`config.mk`:
```
export PLATFORM = sky130hd
export DESIGN_NAME = regs_dump
export DESIGN_NICKNAME = d
export VERILOG_FILES = /design/src/rtl/regs_pkg.sv /design/src/rtl/regs_dump.sv
export SDC_FILE = /design/constraint.sdc
export NUM_CORES = 1
export LEC_CHECK = 0
export CAP_MARGIN = 20
export CORE_UTILIZATION = 46
export CTS_BUF_LIST = sky130_fd_sc_hd__clkbuf_16
export DETAILED_ROUTE_END_ITERATION = 6
export PLACE_DENSITY = 0.95
export SLEW_MARGIN = 40
export SYNTH_ARGS = -nofsm -noshare
export SYNTH_HDL_FRONTEND = slang
export SYNTH_SLANG_ARGS = --single-unit
export TNS_END_PERCENT = 20
```
`constraint.sdc`:
```
create_clock -name clk -period 3.2 [get_ports clk]
set_input_delay 0.64 -clock clk [delete_from_list [all_inputs] [get_ports clk]]
set_output_delay 0.64 -clock clk [all_outputs]
set_load 0.01 [all_outputs]
```
`src/rtl/regs_pkg.sv`:
```
// Shared constants and FSM state type for the register-file dump engine.
package regs_pkg;

    localparam int NREG = 32;   // number of registers, power of two
    localparam int AW   = 5;    // index width, log2(NREG)
    localparam int DW   = 32;   // data width

    typedef enum logic [1:0] {
        IDLE = 2'd0,
        READ = 2'd1,
        SEND = 2'd2,
        FIN  = 2'd3
    } dump_state_t;

endpackage

```
`src/rtl/regs_dump.sv`:
```
// Debug read-out engine: walks a contiguous, wrapping range of register
// indices. For each index it reads the register file and presents
// {index, data} on a valid/ready stream. It finishes with a one-cycle done.
module regs_dump
    import regs_pkg::*;
(
    input  logic          clk,
    input  logic          rst,
    input  logic          start,
    input  logic [AW-1:0] first_idx,
    input  logic [AW-1:0] last_idx,
    output logic [AW-1:0] rd_addr,
    input  logic [DW-1:0] rd_data,
    output logic          dout_valid,
    input  logic          dout_ready,
    output logic [DW-1:0] dout_data,
    output logic [AW-1:0] dout_idx,
    output logic          busy,
    output logic          done
);

    dump_state_t   state_r;
    logic [AW-1:0] cur_idx_r;   // index being read or presented
    logic [AW-1:0] end_idx_r;   // inclusive last index of this dump

    // The read address is the current-index register itself.
    // It stays stable in every state and is 0 after reset.
    assign rd_addr = cur_idx_r;

    // Dump sequencer: one READ/SEND pair per word.
    // The index wraps by natural AW-bit overflow.
    always_ff @(posedge clk) begin
        if (rst) begin
            state_r    <= IDLE;
            cur_idx_r  <= '0;
            end_idx_r  <= '0;
            dout_valid <= 1'b0;
            dout_data  <= '0;
            dout_idx   <= '0;
            busy       <= 1'b0;
            done       <= 1'b0;
        end else begin
            case (state_r)
                IDLE: begin
                    done <= 1'b0;
                    if (start) begin
                        cur_idx_r <= first_idx;
                        end_idx_r <= last_idx;
                        busy      <= 1'b1;
                        state_r   <= READ;
                    end else begin
                        busy      <= 1'b0;
                    end
                end
                READ: begin
                    // Capture at this edge. Later register writes do not affect the word.
                    dout_data  <= rd_data;
                    dout_idx   <= cur_idx_r;
                    dout_valid <= 1'b1;
                    state_r    <= SEND;
                end
                SEND: begin
                    if (dout_valid && dout_ready) begin
                        dout_valid <= 1'b0;
                        if (cur_idx_r == end_idx_r) begin
                            done    <= 1'b1;
                            state_r <= FIN;
                        end else begin
                            cur_idx_r <= cur_idx_r + AW'(1);
                            state_r   <= READ;
                        end
                    end else begin
                        // Backpressure: hold the presented word unchanged.
                        state_r <= SEND;
                    end
                end
                FIN: begin
                    done    <= 1'b0;
                    busy    <= 1'b0;
                    state_r <= IDLE;
                end
                default: begin
                    state_r    <= IDLE;
                    dout_valid <= 1'b0;
                    busy       <= 1'b0;
                    done       <= 1'b0;
                end
            endcase
        end
    end

endmodule

```
==> metrics.txt <==
CP endpoint kind flip-flop; Gate Count Post-Synth 228; grt ovf 0; sequential area share after synthesis 47.46%; mux share of post-synthesis cell area a little under a fifth; number of synthesized flops with an enable pin 0; synthesized cell area 2193 sq um; WL/cell 14.26 microns; syn avg cell area between 9 and 10 sq um; layout cell share with drive strength beyond 1 around 5.7%; Synth async-reset ratio 0%; failing checks DRC; die width 71.05 microns; core area ~4500 sq um; Post-Layout Cell Count between 300 and 400; setup repair bufs after CTS 0; CTS clock-pin slew for the worst setup and hold paths roughly 0.06 ns; Final setup viols 0; FF-to-FF End rd_addr[1]$_SDFFE_PP0P_; flops & latches, synth 52; Placer Congestion 0.8815; max-cap viol count 0; port bufs 90; DRT Pass-1 Iters 7; max-slew violation count 0; final instance area around 3300 sq um; critical path class reg2reg; detail-routed via count per cell approximately 5.2; CP Launch Type flip-flop; Final min period around 2.1 ns; Area Growth Syn to Fin 48.49%; WHS Endpoint end_idx_r[0]$_SDFFE_PP0P_; Vias about 1,900; die height roughly 71 microns; clk root buf clkbuf_16; antenna viol nets, final 0; setup TNS 0 ns; Initial Util a little under 50%; Placed Instances 358; hold path startpoint end_idx_r[0]$_SDFFE_PP0P_; syn_nets ~280; Clock Sinks 52; Num CTS Buffers 5; largest family of logic cells by synthesized area multiplexers; H-tree lvl count 2; critical path required time between 3 and 4 ns; status complete, but fails checks; Post-Synth Simple-Gate Area 15.86%; post-synthesis xor/xnor area fraction under 10%; cell count of the worst reg-to-reg path 6; most common cell after layout, fill and taps aside clkdlybuf4s50_1; Tightest Pin Transition roughly 0.55 ns; Synth Area in Adders 2.852%; number of antenna violations at the first check in global routing 0; slowest CP cell nor2_1; R2R setup slack roughly 1.1 ns; Distinct cells, synth 32; PD cells a little over 600 nW/um^2; gr usage total around 22%; CP max FO 11; CTS tree done; first-pass GRT wire length just under 9000 microns; full die area 5048 sq um; clk_skew 0.005702 ns; Tcrit/Tclk final between 60% and 70%; Ys Warns 0; clk buf depth 2; Critical Path AT 2.33 ns; diodes inserted 0; Compound-Gate Fraction of Synth Area 9.698%; I/O pin cnt 91; worst r2r src state_r[0]$_SDFFE_PP0N_; critical-path cell list inv_1, ha_1, inv_1, nor2_1, a21o_2, mux2_4; clk_lat worst skew slightly below 0.3 ns; pin count of the biggest net entering global routing 58; fmax around 0.47 GHz; Hold Vio Cnt, Final 0; Hold Buf Count CTS 0; commonest cells after routing, fill and taps aside 89 x clkdlybuf4s50_1, 52 x dfxtp_1, 46 x nor2_1; vias in the first global route 1,902; max incr delay on CP approximately 0.43 ns; Leakage roughly 1.3 nW; Max VDD drop 0.5353 mV; Area after DPL between 3000 and 4000 sq um; Hold/Removal Path Class reg2reg; # nets final ~360; drt total wl roughly 5200 microns; hold path cells 2; DP HPWL between 3000 and 4000 microns; cts repair resizes 0; Remaining DRCs 7; CP dominant cell by count inv_1; Starting DRT DRC Count between 100 and 150; Worst slew margin between 60% and 70%; Synth Flop Type dfxtp_1; RSZ-0062 raised after global routing no; Cell Rows 24
==> layout make-up <==
type	count	area, sq um
Clock inverter	3	17.52
Fill cell	327	1217
Clock buffer	5	125.1
Sequential cell	52	1041
Multi-Input combinational cell	157	1076
Tap cell	52	65.06
Timing Repair Buffer	92	913.4
Inverter	5	18.77
==> metrics by stage <==
stage / total power [mW] / setup slack, ns / utilization, % / hold slack (ns)
after floorplan: 1.216 / 1.518 / - / 0.4478
after global placement: 1.474 / 0.9910 / 69.55 / 0.4534
after detailed placement: 1.501 / 0.9592 / 69.60 / 0.4596
after CTS: 2.022 / 1.069 / 72.79 / 0.4684
after global routing: 2.123 / 0.9027 / 72.79 / 0.4912
final: 2.008 / 1.051 / 72.79 / 0.4666
==> worst max-delay path by stage <==
stage                                       start                      end  slack [ns]
final                     state_r[0]$_SDFFE_PP0N_  rd_addr[1]$_SDFFE_PP0P_        1.05
after floorplan           state_r[0]$_SDFFE_PP0N_  rd_addr[1]$_SDFFE_PP0P_        1.52
after detailed placement                    start  rd_addr[1]$_SDFFE_PP0P_        0.96
after global routing      state_r[0]$_SDFFE_PP0N_  rd_addr[1]$_SDFFE_PP0P_        0.90
after global placement                      start  rd_addr[1]$_SDFFE_PP0P_        0.99
after CTS                 state_r[0]$_SDFFE_PP0N_  rd_addr[1]$_SDFFE_PP0P_        1.07
==> worst max-delay path, delay by kind of cell (launching register included) <==
| family | cells | cell delay (ns) |
|---|---|---|
| compound gates | 1 | 0.26 |
| fa+ha+maj | 1 | 0.36 |
| buf+inv | 2 | 0.34 |
| flops | 1 | 0.35 |
| mux | 1 | 0.30 |
| simple gates | 1 | 0.43 |
==> cells by family (layout without fill, tap and decap cells) <==
logic type               count (synthesis)  in the layout
buffers and inverters                   19            105
multiplexers                            40             40
adder cells (fa/ha/maj)                  5              5
XOR/XNOR                                 5              5
AND/OR/NAND/NOR                         76             76
AO/OA/AOI/OAI                           31             31
flip-flops                              52             52
==> per-layer routing <==
| layer | global-route usage, % | up-vias | part of all wire, % |
|---|---|---|---|
| met1 | 26.57 | 864 | 43 |
| met3 | 7.977 | 6 | 8.3 |
| met4 | 7.333 | 0 | 1.5 |
| met2 | 37.07 | 80 | 47 |
| li1 | - | 950 | - |
| met5 | 0 | - | 0 |
==> flip-flops by register name (all words and copies together), names as in the netlist <==
register,cells
dout_idx,5
end_idx_r,5
dout_data,32
done,1
state_r,2
busy,1
rd_addr,5
dout_valid,1
==> Yosys cell counts, drive strengths merged (3+ instances only) <==
master / count / share of area (%)
nor2: 46 / 7.9
dfxtp: 52 / 47
nand2: 11 / 1.9
buf: 6 / 1.4
and3: 3 / 0.91
clkbuf: 8 / 1.4
nand3: 5 / 1.1
inv: 5 / 0.86
o32ai: 3 / 1.2
a22oi: 3 / 1.0
a21oi: 13 / 3.0
nand2b: 4 / 1.1
ha: 5 / 2.9
mux2i: 38 / 17
xor2: 5 / 2.0
nor3b: 3 / 1.0
==> where the power goes <==
group,leakage (nW),switching (mW),internal (mW),total [mW]
clock network,0.0716,0.232,0.289,0.520
logic,0.774,0.317,0.361,0.678
registers,0.425,0.0741,0.736,0.810
No activity file was read; power rests on OpenSTA's default activity.
